File: src/rtl/mem_bus_pkg.sv
// Shared definitions for the CPU-side memory bus: sequencer states and the
// memory-mapped I/O addresses decoded by the memory control unit.
package mem_bus_pkg;

  typedef enum logic [1:0] {
    IDLE,
    ACCESS,
    RECOVER
  } mem_seq_state_t;

  localparam logic [15:0] KBDR_ADDR = 16'hFE02;
  localparam logic [15:0] DDR_ADDR  = 16'hFE06;

endpackage

File: src/rtl/mem_access_sequencer.sv
// CPU-side bus initiator: holds one read/write on the memory bus for a fixed
// window, captures read data, pulses a response and enforces a recovery gap.
//
//   state   | meaning
//   IDLE    | ready; a valid request is registered onto the bus
//   ACCESS  | MIO_EN high, bus fields frozen, counting down the access window
//   RECOVER | MIO_EN low, Address held, counting down the inter-access gap
module mem_access_sequencer
  import mem_bus_pkg::*;
#(
  parameter int WAIT_CYCLES = 2,
  parameter int GAP_CYCLES  = 1
) (
  input  logic        Clk,
  input  logic        Reset,
  input  logic        Req_Valid,
  input  logic        Req_Write,
  input  logic [15:0] Req_Addr,
  input  logic [15:0] Req_Data,
  output logic        Req_Ready,
  output logic        Rsp_Valid,
  output logic [15:0] Rsp_Data,
  output logic        MIO_EN,
  output logic        R_W,
  output logic [15:0] Address,
  output logic [15:0] Data_FromCPU,
  input  logic [15:0] Data_ToCPU
);

  localparam int CNT_MAX = (WAIT_CYCLES > GAP_CYCLES) ? WAIT_CYCLES : GAP_CYCLES;
  localparam int CW      = $clog2(CNT_MAX + 1);

  localparam logic [CW-1:0] WAIT_LOAD = CW'(WAIT_CYCLES - 1);
  localparam logic [CW-1:0] GAP_LOAD  = CW'(GAP_CYCLES - 1);

  mem_seq_state_t state_q, state_d;
  logic [CW-1:0]  cnt_q, cnt_d;
  logic           mio_en_q, mio_en_d;
  logic           r_w_q, r_w_d;
  logic [15:0]    addr_q, addr_d;
  logic [15:0]    wdata_q, wdata_d;
  logic [15:0]    rsp_data_q, rsp_data_d;
  logic           rsp_valid_q, rsp_valid_d;

  always_ff @(posedge Clk) begin
    if (Reset) begin
      state_q     <= IDLE;
      cnt_q       <= '0;
      mio_en_q    <= 1'b0;
      r_w_q       <= 1'b0;
      addr_q      <= '0;
      wdata_q     <= '0;
      rsp_data_q  <= '0;
      rsp_valid_q <= 1'b0;
    end else begin
      state_q     <= state_d;
      cnt_q       <= cnt_d;
      mio_en_q    <= mio_en_d;
      r_w_q       <= r_w_d;
      addr_q      <= addr_d;
      wdata_q     <= wdata_d;
      rsp_data_q  <= rsp_data_d;
      rsp_valid_q <= rsp_valid_d;
    end
  end

  always_comb begin
    state_d = state_q;
    cnt_d   = cnt_q;
    case (state_q)
      IDLE: begin
        if (Req_Valid) begin
          state_d = ACCESS;
          cnt_d   = WAIT_LOAD;
        end
      end
      ACCESS: begin
        if (cnt_q == '0) begin
          state_d = RECOVER;
          cnt_d   = GAP_LOAD;
        end else begin
          cnt_d = cnt_q - CW'(1);
        end
      end
      RECOVER: begin
        if (cnt_q == '0) begin
          state_d = IDLE;
        end else begin
          cnt_d = cnt_q - CW'(1);
        end
      end
      default: begin
        state_d = IDLE;
        cnt_d   = '0;
      end
    endcase
  end

  // Output registers hold by default; only the response pulse self-clears.
  always_comb begin
    mio_en_d    = mio_en_q;
    r_w_d       = r_w_q;
    addr_d      = addr_q;
    wdata_d     = wdata_q;
    rsp_data_d  = rsp_data_q;
    rsp_valid_d = 1'b0;
    case (state_q)
      IDLE: begin
        if (Req_Valid) begin
          mio_en_d = 1'b1;
          r_w_d    = Req_Write;
          addr_d   = Req_Addr;
          wdata_d  = Req_Data;
        end
      end
      ACCESS: begin
        if (cnt_q == '0) begin
          if (!r_w_q) begin
            rsp_data_d = Data_ToCPU;
          end
          rsp_valid_d = 1'b1;
          mio_en_d    = 1'b0;
          r_w_d       = 1'b0;
        end
      end
      default: begin
        mio_en_d = 1'b0;
        r_w_d    = 1'b0;
      end
    endcase
  end

  assign Req_Ready    = (state_q == IDLE);
  assign Rsp_Valid    = rsp_valid_q;
  assign Rsp_Data     = rsp_data_q;
  assign MIO_EN       = mio_en_q;
  assign R_W          = r_w_q;
  assign Address      = addr_q;
  assign Data_FromCPU = wdata_q;

endmodule
File: config.mk
export PLATFORM = sky130hd
export DESIGN_NAME = mem_access_sequencer
export DESIGN_NICKNAME = d
export VERILOG_FILES = /design/src/rtl/mem_bus_pkg.sv /design/src/rtl/mem_access_sequencer.sv
export SDC_FILE = /design/constraint.sdc
export NUM_CORES = 1
export LEC_CHECK = 0
export CAP_MARGIN = 20
export CORE_MARGIN = 2
export CORE_UTILIZATION = 40
export DETAILED_ROUTE_END_ITERATION = 12
export GPL_TIMING_DRIVEN = 0
export MAX_ROUTING_LAYER = met4
export PLACE_DENSITY = 0.8
export SYNTH_ARGS = -nofsm -noshare
export SYNTH_HDL_FRONTEND = slang
export SYNTH_SLANG_ARGS = --single-unit
File: constraint.sdc
create_clock -name Clk -period 3.4 [get_ports Clk]
set_input_delay 0.68 -clock Clk [delete_from_list [all_inputs] [get_ports Clk]]
set_output_delay 0.68 -clock Clk [all_outputs]
set_load 0.02 [all_outputs]
==> impl_metrics.json, run 1 <==
{
  "cts_setup_buffers": 0,
  "worstMarginPinSlew_ns": 0.504,
  "drc": 0,
  "crit_start": "state_q[0]",
  "ctsResizeCount": 0,
  "rows": 26,
  "routedWlPerCell_um": 11.8,
  "p_leak_nw": 1.22,
  "synth-seq-cells": 55,
  "cp.arrival_ns": 1.60,
  "final_cell_count_no_fill": 436,
  "avgSynthCellArea_um2": 8.14,
  "regArea_mm2": 0.00110,
  "layout-drive-gt1-share_pct": 6.28,
  "worstSetupPathType": "reg2out",
  "die-width_um": 76.2,
  "grt_pass1_vias": 1926,
  "finalNetCount": 421,
  "clock_latency_ns": 0.30,
  "top_level_ports": 104,
  "cts_root_buffer": "clkbuf_8",
  "cts.clk_slew.worst_paths_ns": 0.09,
  "rsz0062_at_grt": "no",
  "status": "finished clean",
  "synthDistinctLibCells": 28,
  "vias": 2030,
  "r2r-start": "cnt_q[0]",
  "initial_utilization_pct": 41.1,
  "drt_iter0_markers": 59,
  "track_usage_pct": 18.4,
  "syn_nets": 312,
  "r2r_slack_ns": 1.76,
  "totalPowerFinal_mw": 1.46,
  "cp-start-kind": "flop",
  "path_max_fanout": 10,
  "cts_buffers": 5,
  "cap_violations": 0,
  "cts_tree": "done",
  "grt_pass1_wl_mm": 8.61,
  "vias_per_cell": 4.66,
  "cts.sinks": 55,
  "worstPathRequired_ns": 2.72,
  "holdPathEnd": "Data_FromCPU[11]",
  "fin_util_pct": 65.0,
  "worst_setup_path_end_kind": "primary output",
  "slew_headroom_pct": 66.4,
  "cts.htree.levels": 2,
  "finalCritPeriodShare_pct": 67.2,
  "die_y_um": 76.2,
  "ir_worst_vdd_v": 0.000252,
  "hold_violations": 0,
  "drtPass1Iterations": 4,
  "dpl.hpwl_mm": 3.79,
  "dp.cells": 428,
  "routed_wl_mm": 5.15,
  "grt_max_degree": 17,
  "cts_buffer_depth": 2,
  "final_cell_mix": "clkdlybuf4s50_1, nand2_1, dfxtp_1, a21oi_1, clkbuf_8",
  "drv_slew": 0,
  "yosys_warnings": 0,
  "port_buffers": 102,
  "diodes": 0,
  "hp-class": "reg2reg",
  "area_growth_pct": 58.2,
  "r2r-end": "Rsp_Data[12]",
  "antenna_found_initial": 0,
  "n_fill_cell": 475,
  "min_period_ns": 2.28,
  "hold_depth": 2,
  "core_mm2": 0.00507,
  "power.density_mw_per_mm2": 443,
  "gr-total-overflow": 0,
  "place.gp.congestion": 0.792,
  "holdCritStartpoint": "Data_FromCPU[11]",
  "antenna_left": 0,
  "cts_hold_buf": 0,
  "setup-tns-final_ns": 0,
  "yosysSeqAreaShare_pct": 52.8,
  "rr_worst_depth": 7,
  "die-area_mm2": 0.00580,
  "finClkSkew_ns": 0.00627,
  "setup_viol": 0,
  "final_common_cell": "clkdlybuf4s50_1",
  "timing.hold.ws_ns": 0.457,
  "postSynthCellCount": 256,
  "syn-cell-area_mm2": 0.00208,
  "timing.fmax_ghz": 0.438,
  "multiInputGateArea_um2": 858
}
## kinds of logic after synthesis
group	Yosys count	share of synthesized area [%]
AND/OR/NAND/NOR	115	22.9
AO/OA/AOI/OAI	58	14.9
flip-flops	55	52.8
buffers and inverters	22	6.00
adder cells (fa/ha/maj)	4	2.40
XOR/XNOR	1	0.420
multiplexers	1	0.480
## sequential cells by signal, summed over array words and instances, names as in the netlist
name / flops
Address: 16
Data_FromCPU: 16
Rsp_Data: 16
cnt_q: 2
state_q: 2
MIO_EN: 1
R_W: 1
Rsp_Valid: 1
## stage by stage
step | area (um2) | worst slack [ns]
floorplan | 2080 | 1.88
global placement | 3190 | 1.18
detailed placement | 3190 | 1.16
CTS | 3300 | 1.10
global route | 3300 | 1.06
finish | 3300 | 1.12
## layout make-up
cell class	count	share of cell area [%]
tap	70	2.66
sequential	55	33.4
timing repair buffer	102	31.0
clock inverter	1	0.228
inverter	3	0.342
clock buffer	7	2.92
multi-input combinational	179	26.0
buffer	19	3.45
## power breakdown
part           total [mW]  leakage, nW  switching [mW]  internal (mW)
Clock               0.390       0.0505           0.204          0.186
Sequential          0.716        0.450          0.0258          0.690
Combinational       0.355        0.724           0.174          0.182
Total                1.46         1.22           0.403           1.06
## worst max-delay path by stage
stage                     slack (ns)               to  cells past startpoint
after floorplan                 1.88      Address[15]                      5
after global placement          1.18      Address[15]                      6
after detailed placement        1.16  Data_FromCPU[5]                      6
after CTS                       1.10        Req_Ready                      3
after global routing            1.06        Req_Ready                      3
final                           1.12        Req_Ready                      3
## synthesized netlist by cell type (all sizes together)
| cell | count | area share [%] |
|---|---|---|
| buf | 12 | 4.1 |
| and4bb | 1 | 0.60 |
| nor2 | 5 | 0.90 |
| nand4bb | 1 | 0.54 |
| a211oi | 1 | 0.36 |
| dfxtp | 55 | 53 |
| o22a | 1 | 0.42 |
| a21oi | 51 | 12 |
| o21ai | 1 | 0.24 |
| xor2 | 1 | 0.42 |
| nor3b | 1 | 0.60 |
| nor3 | 4 | 0.96 |
| nand2b | 2 | 0.60 |
| clkbuf | 7 | 1.3 |
| a2111oi | 1 | 0.48 |
| or3b | 1 | 0.42 |
| ha | 4 | 2.4 |
| nor2b | 1 | 0.30 |
| a221o | 1 | 0.48 |
| a22oi | 1 | 0.36 |
| nand2 | 98 | 18 |
| inv | 3 | 0.54 |
| and2b | 1 | 0.36 |
| o21a | 1 | 0.36 |
| mux2i | 1 | 0.48 |
## layer usage
metal  global-route usage [%]  wire (um)  vias to the layer above
met5                        -          0                        -
met4                     3.82         31                        0
met3                     4.50        307                        5
met2                     30.6       2480                       64
met1                     22.8       2330                      917
li1                         -          -                     1044
## worst max-delay path: stages, from the launching register on
cell and delay (ns):
dfxtp_1 0.36, buf_4 0.18, nor2_1 0.14, clkdlybuf4s50_1 0.62
Note: power is estimated with default switching activity, not from simulation.
==> inputs of run 2 (changes only) <==
--- a/config.mk
+++ b/config.mk
@@ -7,11 +7,11 @@
 export LEC_CHECK = 0
 export CAP_MARGIN = 20
 export CORE_MARGIN = 2
-export CORE_UTILIZATION = 40
+export CORE_UTILIZATION = 36
 export DETAILED_ROUTE_END_ITERATION = 12
 export GPL_TIMING_DRIVEN = 0
 export MAX_ROUTING_LAYER = met4
-export PLACE_DENSITY = 0.8
+export PLACE_DENSITY = 0.76
 export SYNTH_ARGS = -nofsm -noshare
 export SYNTH_HDL_FRONTEND = slang
 export SYNTH_SLANG_ARGS = --single-unit
==> constraint.sdc (replaced) <==
create_clock -name Clk -period 1.9 [get_ports Clk]
set_input_delay 0.38 -clock Clk [delete_from_list [all_inputs] [get_ports Clk]]
set_output_delay 0.38 -clock Clk [all_outputs]
set_load 0.02 [all_outputs]
==> run 2 against run 1 <==
Net effect:
- die area increased by 11%
- sequential share of layout area unchanged
- final cell count up 0.23%
- count of clock-buffer cells in the layout is 1 lower
- sequential power is 79% higher
- via count shrank 1.1%
- flip-flop and latch count is the same
- non-clock buffer count is the same
- power up 82%
- largest cell class unchanged
==> impl_metrics.json, run 2 (synthesis results as in run 1) <==
{
  "grt_util_met2_pct": 26.5,
  "crit_chain": "buf_4 > nor2_1 > dlygate4sd2_1",
  "path_max_fanout": 10,
  "drv_slew": 0,
  "power_frac_seq_pct": 48.3,
  "antenna_found_initial": 0,
  "worstMarginPinSlew_ns": 0.467,
  "cts_setup_buffers": 0,
  "p_leak_nw": 1.23,
  "cts.clk_slew.worst_paths_ns": 0.09,
  "grt_pass1_wl_mm": 8.43,
  "diodes": 0,
  "vias": 2008,
  "totalPowerFinal_mw": 2.65,
  "power.density_mw_per_mm2": 805,
  "top_level_ports": 104,
  "slowest_stage": "dfxtp_1",
  "slew_headroom_pct": 68.9,
  "busiest_layer": "met2",
  "cts_buffers": 5,
  "cts.sinks": 55,
  "dpl.hpwl_mm": 4.03,
  "ir_worst_vdd_v": 0.000409,
  "grt_max_degree": 16,
  "die-area_mm2": 0.00642,
  "finalNetCount": 421,
  "min_period_ns": 1.71,
  "setup-tns-final_ns": 0,
  "timing.fmax_ghz": 0.585,
  "final_common_cell": "clkdlybuf4s50_1",
  "p_switching_uw": 709,
  "drt_iter0_markers": 64,
  "area_growth_pct": 58.2,
  "hp-class": "reg2reg",
  "routedWlPerCell_um": 12.3,
  "cap_violations": 0,
  "port_buffers": 102,
  "grt_util_met3_pct": 5.06,
  "cts_tree": "done",
  "worstPathRequired_ns": 1.52,
  "antenna_left": 0,
  "worst_slack_ns": 0.190,
  "drc": 0,
  "combPwrFrac_pct": 23.9,
  "cp.arrival_ns": 1.33,
  "cts_root_buffer": "clkbuf_8",
  "p_clk_share_pct": 27.7,
  "cts_buffer_depth": 2,
  "rows": 27,
  "status": "finished clean",
  "hold_violations": 0,
  "die-width_um": 80.1,
  "slowest_delay_ns": 0.37,
  "place.gp.congestion": 0.726,
  "final_cell_mix": "clkdlybuf4s50_1, nand2_1, dfxtp_1, a21oi_1, clkbuf_1",
  "vias_per_cell": 4.59,
  "finClkSkew_ns": 0.00408,
  "clock_latency_ns": 0.30,
  "rsz0062_at_grt": "no",
  "intPower_mw": 1.94,
  "die_y_um": 80.1,
  "worst_setup_path_end_kind": "primary output",
  "track_usage_pct": 17.1,
  "initial_utilization_pct": 37.6,
  "grt_pass1_vias": 1841,
  "preCtsSetupSlack_ns": -0.0273,
  "setup_viol": 0,
  "finalCritPeriodShare_pct": 90.0,
  "r2r_slack_ns": 0.27,
  "gr-total-overflow": 0,
  "drtPass1Iterations": 4,
  "switching_share_pct": 26.7,
  "worstSetupPathType": "reg2out",
  "routed_wl_mm": 5.37,
  "layout-drive-gt1-share_pct": 5.75,
  "core_mm2": 0.00554,
  "cts.htree.levels": 2,
  "cp-start-kind": "flop",
  "grtUsageMet1_pct": 21.4
}
run 2: path summary, 6_finish.rpt:
check,from,end,depth (start not counted)
setup / recovery,state_q[0],Req_Ready,3
hold / removal,Data_FromCPU[15],Data_FromCPU[15],2
setup reg to reg,cnt_q[0],Rsp_Data[11],7
hold reg to reg,Data_FromCPU[15],Data_FromCPU[15],2
run 2: per-layer routing:
| metal | part of all wire, % | up-vias | wire length [um] |
|---|---|---|---|
| li1 | - | 1047 | - |
| met1 | 46 | 883 | 2490 |
| met2 | 45 | 71 | 2390 |
| met3 | 7.8 | 7 | 419 |
| met4 | 1.3 | 0 | 68 |
| met5 | 0 | - | 0 |
run 2: what timing repair did:
| item | 4_1_cts | 5_1_grt |
|---|---|---|
| hold buffers | 0 | 0 |
| endpoints found under the setup margin | 1 | 0 |
| resized for setup | 1 | 0 |
run 2: final cells by class:
type	count	area, um2
Fill cell	518	2240
Sequential cell	55	1100
Timing Repair Buffer	102	1020
Multi-Input combinational cell	179	858
Buffer	19	114
Tap cell	72	90.1
Clock buffer	6	72.6
Clock inverter	1	30.0
Inverter	3	11.3
run 2: power groups by stage:
stage               Sequential (mW)  Combinational [mW]  Clock, mW
floorplan                      1.39               0.239          0
global placement               1.31               0.631          0
detailed placement             1.31               0.642          0
CTS                            1.28               0.642      0.765
global route                   1.29               0.694      0.808
finish                         1.28               0.635      0.736
run 2: critical path: cells and delay by family (launching register included):
family / cells / cell delay, ns
buffers and inverters: 2 / 0.54
DFF: 1 / 0.37
and+or+nand+nor: 1 / 0.13
run 2: through the flow:
step,util [%],hold slack (ns),area [um2],cells
floorplan,-,0.516,2080,256
global placement,57.7,0.441,3200,430
detailed placement,57.7,0.446,3200,430
CTS,59.5,0.459,3300,437
global route,59.5,0.478,3300,437
finish,59.5,0.457,3300,437
